`config.mk`:
```
export PLATFORM = sky130hd
export DESIGN_NAME = ccff_chain_loader
export DESIGN_NICKNAME = d
export VERILOG_FILES = /design/src/rtl/ccff_pkg.sv /design/src/rtl/ccff_deser.sv /design/src/rtl/ccff_chain_loader.sv
export SDC_FILE = /design/constraint.sdc
export NUM_CORES = 1
export LEC_CHECK = 0
export CAP_MARGIN = 25
export CELL_PAD_IN_SITES_DETAIL_PLACEMENT = 1
export CELL_PAD_IN_SITES_GLOBAL_PLACEMENT = 1
export CORE_MARGIN = 10
export CORE_UTILIZATION = 42
export DETAILED_ROUTE_END_ITERATION = 10
export PLACE_DENSITY = 0.9
export REMOVE_ABC_BUFFERS = 1
export SETUP_SLACK_MARGIN = 0.1
export SYNTH_ARGS = -nofsm -noshare
export SYNTH_HDL_FRONTEND = slang
export SYNTH_SLANG_ARGS = --single-unit
export TNS_END_PERCENT = 10
```
`constraint.sdc`:
```
create_clock -name prog_clk -period 4.17 [get_ports prog_clk]
set_clock_uncertainty 0.15 [all_clocks]
set_input_delay 0.417 -clock prog_clk [delete_from_list [all_inputs] [get_ports prog_clk]]
set_output_delay 0.417 -clock prog_clk [all_outputs]
set_load 0.01 [all_outputs]
```
`src/rtl/ccff_pkg.sv`:
```
// rtl/ccff_pkg.sv - shared FSM encoding and default sizes for the ccff chain loader
package ccff_pkg;

  typedef enum logic [1:0] {
    ST_IDLE,
    ST_LOAD,
    ST_SHIFT,
    ST_DONE
  } ccff_state_e;

  localparam int DEFAULT_WORD_W    = 8;
  localparam int DEFAULT_CHAIN_LEN = 1024;

endpackage

```
`src/rtl/ccff_deser.sv`:
```
// rtl/ccff_deser.sv - packs the serial chain-tail stream LSB-first into words
// flush_i emits a partially filled word (MSBs zero) together with any bit arriving that cycle.
module ccff_deser
  import ccff_pkg::*;
#(
  parameter int WORD_W = DEFAULT_WORD_W
) (
  input  logic              clk_i,
  input  logic              rst_i,
  input  logic              clr_i,
  input  logic              en_i,
  input  logic              ser_i,
  input  logic              flush_i,
  output logic [WORD_W-1:0] data_o,
  output logic              valid_o
);

  localparam int CW = $clog2(WORD_W + 1);

  logic [WORD_W-1:0] word_q, word_d, data_q, data_d, acc;
  logic [CW-1:0]     cnt_q, cnt_d, cnt_n;
  logic              valid_q, valid_d;

  always_comb begin
    acc     = word_q;
    cnt_n   = cnt_q;
    if (en_i) begin
      acc   = word_q | (WORD_W'(ser_i) << cnt_q);
      cnt_n = cnt_q + 1'b1;
    end
    word_d  = acc;
    cnt_d   = cnt_n;
    data_d  = data_q;
    valid_d = 1'b0;
    if ((cnt_n == CW'(WORD_W)) || (flush_i && (cnt_n != '0))) begin
      data_d  = acc;
      valid_d = 1'b1;
      word_d  = '0;
      cnt_d   = '0;
    end
    // A new or cancelled load must not inherit bits from the previous one.
    if (clr_i) begin
      word_d  = '0;
      cnt_d   = '0;
      valid_d = 1'b0;
    end
  end

  always_ff @(posedge clk_i) begin
    if (rst_i) begin
      word_q  <= '0;
      cnt_q   <= '0;
      data_q  <= '0;
      valid_q <= 1'b0;
    end else begin
      word_q  <= word_d;
      cnt_q   <= cnt_d;
      data_q  <= data_d;
      valid_q <= valid_d;
    end
  end

  assign data_o  = data_q;
  assign valid_o = valid_q;

endmodule

```
`src/rtl/ccff_chain_loader.sv`:
```
// rtl/ccff_chain_loader.sv - ccff chain master: serialises words LSB-first onto ccff_head for CHAIN_LEN bits
// Define CCFF_READBACK_EN to pack ccff_tail into rb_data/rb_valid during a load.
module ccff_chain_loader
  import ccff_pkg::*;
#(
  parameter int WORD_W    = DEFAULT_WORD_W,
  parameter int CHAIN_LEN = DEFAULT_CHAIN_LEN
) (
  input  logic              prog_clk,
  input  logic              pReset,
  input  logic              start,
  input  logic              abort,
  input  logic [WORD_W-1:0] in_data,
  input  logic              in_valid,
  output logic              in_ready,
  output logic              ccff_head,
  output logic              ccff_shift_en,
  output logic              config_enable,
  input  logic              ccff_tail,
  output logic              busy,
  output logic              cfg_done
`ifdef CCFF_READBACK_EN
  ,
  output logic [WORD_W-1:0] rb_data,
  output logic              rb_valid
`endif
);

  localparam int CNT_W = $clog2(CHAIN_LEN + 1);
  localparam int WB_W  = $clog2(WORD_W + 1);

  ccff_state_e       state_q, state_d;
  logic [WORD_W-1:0] sreg_q, sreg_d;
  logic [CNT_W-1:0]  bit_cnt_q, bit_cnt_d;
  logic [WB_W-1:0]   wbit_q, wbit_d;
  logic              head_q, head_d;
  logic              shift_en_q, shift_en_d;
  logic              cfg_en_q, cfg_en_d;
  logic              done_q, done_d;

  always_comb begin
    state_d    = state_q;
    sreg_d     = sreg_q;
    bit_cnt_d  = bit_cnt_q;
    wbit_d     = wbit_q;
    head_d     = head_q;
    shift_en_d = 1'b0;
    cfg_en_d   = cfg_en_q;
    done_d     = done_q;
    in_ready   = 1'b0;
    busy       = 1'b0;
    case (state_q)
      ST_IDLE: begin
        if (start) begin
          done_d    = 1'b0;
          bit_cnt_d = '0;
          cfg_en_d  = 1'b1;
          state_d   = ST_LOAD;
        end
      end
      ST_LOAD: begin
        in_ready = 1'b1;
        busy     = 1'b1;
        if (in_valid) begin
          sreg_d  = in_data;
          wbit_d  = '0;
          state_d = ST_SHIFT;
        end
      end
      ST_SHIFT: begin
        busy       = 1'b1;
        head_d     = sreg_q[0];
        shift_en_d = 1'b1;
        sreg_d     = sreg_q >> 1;
        bit_cnt_d  = bit_cnt_q + 1'b1;
        wbit_d     = wbit_q + 1'b1;
        // Chain length wins over word boundary: leftover word bits are dropped.
        if (bit_cnt_d == CNT_W'(CHAIN_LEN)) begin
          state_d = ST_DONE;
        end else if (wbit_d == WB_W'(WORD_W)) begin
          state_d = ST_LOAD;
        end
      end
      ST_DONE: begin
        busy     = 1'b1;
        cfg_en_d = 1'b0;
        done_d   = 1'b1;
        state_d  = ST_IDLE;
      end
    endcase
    if (abort) begin
      in_ready   = 1'b0;
      state_d    = ST_IDLE;
      cfg_en_d   = 1'b0;
      shift_en_d = 1'b0;
      done_d     = 1'b0;
    end
  end

  always_ff @(posedge prog_clk) begin
    if (pReset) begin
      state_q    <= ST_IDLE;
      sreg_q     <= '0;
      bit_cnt_q  <= '0;
      wbit_q     <= '0;
      head_q     <= 1'b0;
      shift_en_q <= 1'b0;
      cfg_en_q   <= 1'b0;
      done_q     <= 1'b0;
    end else begin
      state_q    <= state_d;
      sreg_q     <= sreg_d;
      bit_cnt_q  <= bit_cnt_d;
      wbit_q     <= wbit_d;
      head_q     <= head_d;
      shift_en_q <= shift_en_d;
      cfg_en_q   <= cfg_en_d;
      done_q     <= done_d;
    end
  end

  assign ccff_head     = head_q;
  assign ccff_shift_en = shift_en_q;
  assign config_enable = cfg_en_q;
  assign cfg_done      = done_q;

`ifdef CCFF_READBACK_EN
  // The tail bit visible while shift_en is high is the old content about to leave the chain.
  ccff_deser #(
    .WORD_W(WORD_W)
  ) u_deser (
    .clk_i  (prog_clk),
    .rst_i  (pReset),
    .clr_i  (abort | ((state_q == ST_IDLE) & start)),
    .en_i   (shift_en_q),
    .ser_i  (ccff_tail),
    .flush_i(state_q == ST_DONE),
    .data_o (rb_data),
    .valid_o(rb_valid)
  );
`else
  logic unused_tail;
  assign unused_tail = ccff_tail;
`endif

endmodule

```
==> results.json, run 1 <==
{
  "syn_avg_cell_area_um2": 7.768,
  "cp_top_family": "flip-flops",
  "min_period_over_period_pct": 54.47,
  "fin_crit_ps": 2271,
  "core_area_um2": 3390,
  "synth_top_area_share_pct": 38.93,
  "gp_congestion": 0.8630,
  "ys_seq_area_share_pct": 38.93,
  "hpwl_um": 2729,
  "cp-start-kind": "flip-flop",
  "htreeDepth": 2,
  "ys_ff_latch": 29,
  "drtIter0Drc": 70,
  "synth_top_family_by_area": "simple AND/OR/NAND/NOR gates",
  "switching_share_pct": 25.11,
  "synth_warnings": 0,
  "vias_per_cell": 5.586,
  "status": "complete, no violations",
  "gr-usage-met1_pct": 13.09,
  "postPlaceCellArea_um2": 1654,
  "setup_viol": 0,
  "antenna_found_initial": 0,
  "required_ps": 3600,
  "die_w_um": 79.59,
  "synthMuxAreaShare_pct": 0.6711,
  "slowest_stage": "dfxtp_1",
  "cts_tree": "built",
  "synth_area_um2": 1491,
  "p_seq_share_pct": 53.5,
  "grt.met2_usage_pct": 23.62,
  "num_rows": 21,
  "p_sw_w": 0.0001344,
  "port_buffers": 18,
  "hold_buffers": 0,
  "fin_setup_tns_ps": 0,
  "drc": 0,
  "clock_power_share_pct": 38.1,
  "synthDistinctLibCells": 39,
  "root_buffer": "clkbuf_4",
  "start_util_pct": 44.00,
  "yosys.area.top_type": "dfxtp_1",
  "wl_per_cell_um": 15.39,
  "grtUsageTotal_pct": 13.07,
  "internal_power_w": 0.0004007,
  "synthAdderAreaFrac_pct": 1.678,
  "num_antenna_cells": 0,
  "path_class": "reg -> out",
  "die_h_um": 79.59,
  "worstMarginPinSlew_ps": 1061,
  "power_density_nw_per_um2": 310.3,
  "grt_pass1_wl_um": 6617,
  "synth_simple_gate_area_share_pct": 29.45,
  "worstSkewPairLatency_ps": 350,
  "combPwrFrac_pct": 8.3,
  "synth_cells": 192,
  "cts_setup_buffers": 0,
  "die_area_um2": 6335,
  "finalInstanceArea_um2": 1724,
  "cts.path.max_buffers": 2,
  "hold_viol": 0,
  "area_growth_pct": 15.60,
  "grt.busiest_layer": "met2",
  "critPathArrivalTime_ps": 1700,
  "critPathMaxFanout": 11,
  "vdd_ir_drop_max_mv": 0.1986,
  "rsz0062_at_grt": "no",
  "grt_max_degree": 29,
  "layout-drive-gt1-share_pct": 8.293,
  "gr-usage-met3_pct": 5.180,
  "leakage_nw": 0.6050,
  "grt_overflow": 0,
  "cp_slowest_stage_delay_ps": 570,
  "cts.sinks": 29,
  "firstDrtPassIters": 4,
  "cp_cell_sequence": "nand2b_1 -> nor2_1 -> clkdlybuf4s50_1",
  "synth.area.top_cells": "dfxtp_1 39%, nor2_1 8.6%, nand2_1 8.1%",
  "grt_pass1_vias": 1497,
  "pin_count": 20,
  "cap_viol_max_count": 0,
  "drtAntennaViolNets": 0,
  "endpoint_kind": "output pin",
  "synth_compound_area_share_pct": 21.39,
  "finalMaxSlewViolations": 0,
  "relSlewSlack_pct": 29.02,
  "synth-xor-area-share_pct": 2.349,
  "critPathBufInv": 1,
  "timing.fmax_ghz": 0.4403,
  "path_clk_slew_ps": 90,
  "hold_class": "reg -> reg",
  "finalPower_w": 0.0005350,
  "detail_route.wirelength_um": 3862,
  "vias": 1402,
  "post_cts_resize_count": 0,
  "final_nets": 220,
  "cts-buffers-inserted": 5
}
## cell usage in the layout, fill, tap and decap left out, drive strengths merged, types with 2 or more instances in the layout
cell type and instances:
a211oi 3, a21oi 13, a22oi 5, a311oi 10
a31oi 2, a41oi 2, and2 2, and3 3
clkbuf 7, clkdlybuf4s50 18, dfxtp 29, ha 2
inv 2, nand2 32, nand2b 4, nand3 3
nand4 2, nor2 34, nor2b 3, nor3 5
nor4 3, o21ai 8, or2 2, xor2 3
## cell families after synthesis
group,count (synthesis)
adder cells (fa/ha/maj),2
flip-flops,29
AND/OR/NAND/NOR,95
buffers and inverters,15
AO/OA/AOI/OAI,46
multiplexers,1
XOR/XNOR,4
## synth_stat cells (all sizes together)
cell     instances
nor2            34
nand2           32
dfxtp           29
a21oi           13
a311oi          10
buf             10
o21ai            8
a22oi            5
nor3             5
nand2b           4
a211oi           3
and3             3
clkbuf           3
nand3            3
nor2b            3
nor4             3
xor2             3
a31oi            2
a41oi            2
and2             2
ha               2
inv              2
nand4            2
or2              2
a2111oi          1
a21o             1
mux2i            1
nand3b           1
o211ai           1
or3              1
xnor2            1
## routing by layer
| layer | share of wire (%) | vias to the layer above |
|---|---|---|
| met3 | 3.3 | 5 |
| li1 | - | 699 |
| met5 | 0 | - |
| met4 | 1.6 | 0 |
| met2 | 52 | 14 |
| met1 | 43 | 684 |
## worst reg2reg max path: cells and delay by family (launching register included)
family,cells,cell delay [ps]
AOI/OAI and AO/OA,3,680
and+or+nand+nor,2,630
DFF,1,550
## final timing paths
kind	from	to	slack, ps	cells past startpoint
worst max-delay path	state_q[0]	in_ready	1900	3
worst min register to register	sreg_q[0]	ccff_head	320	2
worst max register to register	state_q[1]	wbit_q[2]	2020	5
worst min-delay path	sreg_q[0]	ccff_head	320	2
## power by group through the flow
stage | combinational [W] | clock (W) | sequential [W]
after floorplan | 0.0000198 | 0 | 0.000292
after global placement | 0.0000423 | 0 | 0.000292
after detailed placement | 0.0000445 | 0 | 0.000293
after CTS | 0.0000451 | 0.000212 | 0.000286
after global routing | 0.0000500 | 0.000220 | 0.000287
final | 0.0000446 | 0.000204 | 0.000286
## layout make-up
cell class | instances | area, um^2
multi-input combinational | 148 | 828.3
tap | 46 | 57.56
sequential | 29 | 580.6
timing repair buffer | 18 | 180.2
inverter | 2 | 7.507
fill | 414 | 1665
clock inverter | 1 | 5.005
clock buffer | 7 | 65.06
## registers in the layout, summed over array words and instances, names as in the netlist
name and cells:
config_enable 1, ccff_head 1, state_q 2, cfg_done 1
bit_cnt_q 11, wbit_q 4, ccff_shift_en 1, sreg_q 8
## metrics by stage
| stage | utilization [%] | cells | setup WS [ps] | hold WS (ps) |
|---|---|---|---|---|
| 6_report | 50.87 | 251 | 1899 | 319.9 |
| 3_5_place_dp | 48.80 | 243 | 1921 | 311.6 |
| 3_3_place_gp | 48.80 | 243 | 1996 | 290.3 |
| 5_1_grt | 50.87 | 251 | 1752 | 359.4 |
| 2_1_floorplan | - | 179 | 2464 | 276.2 |
| 4_1_cts | 50.87 | 251 | 1876 | 321.1 |
Power figures use the tool's default switching activity.
==> inputs of run 2 (changes only) <==
--- a/config.mk
+++ b/config.mk
@@ -9,9 +9,9 @@
 export CELL_PAD_IN_SITES_DETAIL_PLACEMENT = 1
 export CELL_PAD_IN_SITES_GLOBAL_PLACEMENT = 1
 export CORE_MARGIN = 10
-export CORE_UTILIZATION = 42
+export CORE_UTILIZATION = 36
 export DETAILED_ROUTE_END_ITERATION = 10
-export PLACE_DENSITY = 0.9
+export PLACE_DENSITY = 0.83
 export REMOVE_ABC_BUFFERS = 1
 export SETUP_SLACK_MARGIN = 0.1
 export SYNTH_ARGS = -nofsm -noshare
==> constraint.sdc (replaced) <==
create_clock -name prog_clk -period 2.05 [get_ports prog_clk]
set_clock_uncertainty 0.15 [all_clocks]
set_input_delay 0.205 -clock prog_clk [delete_from_list [all_inputs] [get_ports prog_clk]]
set_output_delay 0.205 -clock prog_clk [all_outputs]
set_load 0.01 [all_outputs]
==> run 2 against run 1 <==
  * Highest routed layer unchanged
  * First-iteration DRC count increased by 4.3%
  * Total power increased by 140%
  * Combinational power increased by 110%
  * Register-to-register slack got worse by 1800 ps
  * Clock-buffer cell count unchanged
  * Via count decreased by 2.4%
  * Cell count increased by 4.4%
  * Wire length decreased by 6.2%
  * Worst setup slack got worse by 1800 ps
  * Largest cell class unchanged
==> results.json, run 2 (same netlist as run 1, synthesis figures left out) <==
{
  "status": "complete, no violations",
  "min_from": "sreg_q[0]",
  "fillerInstances": 504,
  "num_rows": 23,
  "timing.fmax_ghz": 0.5230,
  "grt_pass1_wl_um": 6410,
  "final_nets": 227,
  "hold_viol": 0,
  "endpoint_kind": "output pin",
  "grt_overflow": 0,
  "layout_commonest_cell": "nor2_1",
  "drtIter0Drc": 73,
  "largest_register_ffs": 11,
  "root_buffer": "clkbuf_8",
  "rr_worst_depth": 6,
  "grt_max_degree": 22,
  "layout_common_cells": "33 x nor2_1, 32 x nand2_1, 27 x dfxtp_1",
  "wl_per_cell_um": 13.82,
  "drtAntennaViolNets": 0,
  "vias_per_cell": 5.221,
  "die_w_um": 84.37,
  "vias": 1368,
  "cap_viol_max_count": 0,
  "reg2reg_from": "bit_cnt_q[1]",
  "num_antenna_cells": 0,
  "cts.path.max_buffers": 2,
  "grtUsageTotal_pct": 10.59,
  "htreeDepth": 2,
  "hold_class": "reg -> reg",
  "pin_count": 20,
  "port_buffers": 18,
  "antenna_found_initial": 0,
  "core_area_um2": 4000,
  "grt_pass1_vias": 1428,
  "power_density_nw_per_um2": 698.9,
  "cp_slowest_stage_delay_ps": 550,
  "gp_congestion": 0.8085,
  "cts.sinks": 29,
  "cp-start-kind": "flip-flop",
  "drc": 0,
  "setup_viol": 0,
  "cts-buffers-inserted": 5,
  "path_clk_slew_ps": 60,
  "critPathMaxFanout": 12,
  "top_register": "bit_cnt_q",
  "fin_setup_tns_ps": 0,
  "cp_cell_sequence": "or2_2 -> clkdlybuf4s50_1",
  "area_growth_pct": 23.32,
  "firstDrtPassIters": 4,
  "min_period_over_period_pct": 93.26,
  "critPathArrivalTime_ps": 1560,
  "layout-drive-gt1-share_pct": 12.26,
  "hpwl_um": 2584,
  "start_util_pct": 37.28,
  "die_h_um": 84.37,
  "cts_tree": "built",
  "post-place-cells": 254,
  "worstSkewPairLatency_ps": 280,
  "required_ps": 1690,
  "detail_route.wirelength_um": 3622,
  "r2r-end": "state_q[0]",
  "slowest_stage": "dfxtp_1",
  "path_class": "reg -> out",
  "top_regs": "bit_cnt_q (11), sreg_q (8), wbit_q (4)",
  "relSlewSlack_pct": 74.50,
  "leakage_nw": 0.6734,
  "holdPathStages": 2,
  "rsz0062_at_grt": "yes",
  "finalMaxSlewViolations": 0,
  "fin_crit_ps": 1912,
  "rrSetupSlack_ps": 250,
  "fin_cells": 262,
  "vdd_ir_drop_max_mv": 0.5478,
  "worstMarginPinSlew_ps": 372.8,
  "hold_end": "ccff_head",
  "die_area_um2": 7117
}
==> run 2: changes by cell type in the layout (fill, tap and decap cells not counted), sizes merged <==
cell / before / now
buf: 0 / 7
bufinv: 0 / 1
clkinv: 1 / 0
==> run 2: layout make-up <==
type / instances / area (um^2) / area share, %
Sequential cell: 29 / 583.1 / 31.70
Clock buffer: 7 / 86.33 / 4.694
Inverter: 2 / 7.507 / 0.4082
Tap cell: 50 / 62.56 / 3.401
Multi-Input combinational cell: 148 / 837.1 / 45.51
Clock inverter: 1 / 30.03 / 1.633
Timing Repair Buffer: 25 / 232.7 / 12.65
==> run 2: how the worst max path moves through the flow <==
stage | from | end | slack [ps]
global placement | bit_cnt_q[0] | state_q[0] | 230
detailed placement | bit_cnt_q[0] | state_q[0] | 210
CTS | state_q[1] | in_ready | 120
finish | state_q[1] | busy | 140
global route | state_q[1] | busy | 70
floorplan | bit_cnt_q[0] | state_q[0] | 340
==> run 2: metal layers <==
metal  GRT usage, %  up-vias  part of all wire [%]
met5              0        -                     0
met4          5.838        0                   1.5
met3          3.671        4                   4.0
met2          16.87       17                    45
met1          12.12      627                    49
li1               -      720                     -
==> run 2: per-stage QoR <==
stage	instance area, um^2	setup WS [ps]	hold slack [ps]	total power [W]	util (%)
2_1_floorplan	1416	344.3	124.1	0.0006341	-
3_3_place_gp	1712	234.9	293.1	0.0006895	42.79
3_5_place_dp	1712	211.4	295.1	0.0006924	42.79
4_1_cts	1829	119.1	305.1	0.001309	45.73
5_1_grt	1839	66.32	318.5	0.001341	45.98
6_report	1839	138.1	302.6	0.001285	45.98
==> run 2: repair_timing <==
item	CTS	global route
hold buffers	0	0
resized for setup	1	3
cloned	0	0
setup endpoints to repair	2	6
setup buffers	0	0
==> run 2: worst max-delay path, delay by kind of cell, from the launching register on <==
family                 cells  cell delay [ps]
flip-flops                 1              550
buffers and inverters      1              530
AND/OR/NAND/NOR            1              200
==> run 2: where the power goes <==
group          internal [W]   total, W  switching (W)
registers          0.000574   0.000583     0.00000888
logic             0.0000483  0.0000951      0.0000469
clock network      0.000396   0.000607       0.000211
==> inputs of run 3 (changes only) <==
--- a/config.mk
+++ b/config.mk
@@ -11,7 +11,7 @@
 export CORE_MARGIN = 10
 export CORE_UTILIZATION = 36
 export DETAILED_ROUTE_END_ITERATION = 10
-export PLACE_DENSITY = 0.83
+export PLACE_DENSITY = 0.72
 export REMOVE_ABC_BUFFERS = 1
 export SETUP_SLACK_MARGIN = 0.1
 export SYNTH_ARGS = -nofsm -noshare
==> run 3 against run 2 <==
  * Global-route usage is 0.78 points higher
  * Sequential share of layout area is 0.48 points higher
  * Worst hold slack worse by 2.2 ps
  * Core utilization is 0.59 points lower
  * Clock-buffer cell count is 1 lower
  * Clock power is 27% lower
  * Total power is 12% lower
  * Fmax is 3.6% higher
  * Non-clock buffer count is 2 higher
  * Critical endpoint is now state_q[0]
==> results.json, run 3 (same netlist as run 1, synthesis figures left out) <==
{
  "layout_common_cells": "33 x nor2_1, 32 x nand2_1, 26 x dfxtp_1",
  "cap_viol_max_count": 0,
  "detail_route.wirelength_um": 3969,
  "fin_setup_tns_ps": 0,
  "largest_register_ffs": 11,
  "start_util_pct": 37.28,
  "drc": 0,
  "setup_viol": 0,
  "combPwrFrac_pct": 8.9,
  "cts.sinks": 29,
  "die_w_um": 84.37,
  "rsz0062_at_grt": "yes",
  "status": "complete, no violations",
  "path_clk_slew_ps": 60,
  "drtIter0Drc": 82,
  "power_density_nw_per_um2": 622.0,
  "hold_buffers": 0,
  "wl_per_cell_um": 15.03,
  "finalMaxSlewViolations": 0,
  "antenna_found_initial": 0,
  "vias_per_cell": 5.436,
  "timing.fmax_ghz": 0.5418,
  "cts-buffers-inserted": 5,
  "layout_commonest_cell": "nor2_1",
  "hpwl_um": 2872,
  "root_buffer": "clkbuf_8",
  "critPathArrivalTime_ps": 1900,
  "final_nets": 229,
  "leakage_nw": 0.6527,
  "firstDrtPassIters": 4,
  "required_ps": 2100,
  "worstSkewPairLatency_ps": 280,
  "switching_share_pct": 23.89,
  "rr_worst_depth": 6,
  "top_register": "bit_cnt_q",
  "hold_viol": 0,
  "fin_crit_ps": 1846,
  "min_period_over_period_pct": 90.03,
  "vias": 1435,
  "drtAntennaViolNets": 0,
  "final_core_util_pct": 45.39,
  "grt_max_degree": 17,
  "grtUsageTotal_pct": 11.37,
  "endpoint_kind": "flip-flop",
  "cp-start-kind": "flip-flop",
  "gp_congestion": 0.7621,
  "finalPower_w": 0.001129,
  "cp-startpoint": "bit_cnt_q[1]",
  "pin_count": 20,
  "grt_overflow": 0,
  "top_regs": "bit_cnt_q (11), sreg_q (8), wbit_q (4)",
  "hold_class": "reg -> reg",
  "num_antenna_cells": 0,
  "die_area_um2": 7117,
  "cts.path.max_buffers": 2,
  "r2r-end": "state_q[0]",
  "grt_pass1_vias": 1482,
  "area_growth_pct": 21.73,
  "crit_end": "state_q[0]",
  "htreeDepth": 2,
  "vdd_ir_drop_max_mv": 0.2939,
  "p_sw_w": 0.0002698,
  "fillerInstances": 499,
  "clock_power_share_pct": 39.4,
  "critPathMaxFanout": 5,
  "path_class": "reg -> reg",
  "cts_tree": "built",
  "worstMarginPinSlew_ps": 425.1,
  "die_h_um": 84.37,
  "core_area_um2": 4000,
  "internal_power_w": 0.0008594,
  "port_buffers": 18,
  "layout-drive-gt1-share_pct": 13.55,
  "relSlewSlack_pct": 70.93,
  "rrSetupSlack_ps": 200,
  "p_seq_share_pct": 51.7,
  "grt_pass1_wl_um": 6796,
  "num_rows": 23,
  "reg2reg_from": "bit_cnt_q[1]"
}
-- run 3: repair_timing --
| item | CTS | global route |
|---|---|---|
| cloned | 0 | 0 |
| setup endpoints to repair | 1 | 5 |
| gates resized for setup | 1 | 3 |
| buffers inserted | 0 | 0 |
| hold endpoints to repair | 0 | 0 |
-- run 3: power by group through the flow --
stage / registers, W / clock network [W] / logic (W)
after CTS: 0.000583 / 0.000464 / 0.000101
after detailed placement: 0.000596 / 0 / 0.000101
after floorplan: 0.000594 / 0 / 0.0000403
final: 0.000583 / 0.000445 / 0.000100
after global routing: 0.000585 / 0.000490 / 0.000111
after global placement: 0.000595 / 0 / 0.0000956
-- run 3: cell type report --
cell class | count | area [um^2] | share of cell area, %
clock buffers | 6 | 72.57 | 3.997
clock inverters | 2 | 10.01 | 0.5513
inverters | 2 | 7.507 | 0.4135
multi-input cells | 148 | 830.8 | 45.76
flip-flops and latches | 29 | 584.3 | 32.18
well taps | 50 | 62.56 | 3.446
repair buffers | 27 | 247.7 | 13.65
-- run 3: worst max-delay path: stages, from the launching register on --
cell	delay (ps)
dfxtp_1	400
ha_1	230
nand3_1	140
nor3_2	300
mux2i_1	250
o211ai_2	140
a31oi_2	170
-- run 3: routing by layer --
metal	share of wire, %	vias to the layer above	GRT usage (%)
li1	-	715	-
met1	44	682	12.60
met2	49	30	19.36
met3	5.1	8	4.058
met4	1.6	0	4.491
met5	0	-	0
-- run 3: stage by stage --
step / instances / setup WS (ps) / hold WS, ps / cell area, um^2
finish: 264 / 204.4 / 300.4 / 1815
global route: 264 / 54.48 / 343.3 / 1815
CTS: 264 / 112.9 / 305.2 / 1810
detailed placement: 256 / 202.5 / 300.2 / 1727
global placement: 256 / 236.3 / 291.8 / 1727
floorplan: 179 / 344.3 / 124.1 / 1416
-- run 3: how the worst min path moves through the flow --
stage	slack, ps	endpoint	from	cells after the start
after floorplan	120	bit_cnt_q[9]	pReset	1
after global placement	290	ccff_head	ccff_head	2
after detailed placement	300	ccff_head	sreg_q[0]	2
after CTS	310	ccff_head	sreg_q[0]	2
after global routing	340	ccff_head	sreg_q[0]	2
final	300	ccff_head	sreg_q[0]	2
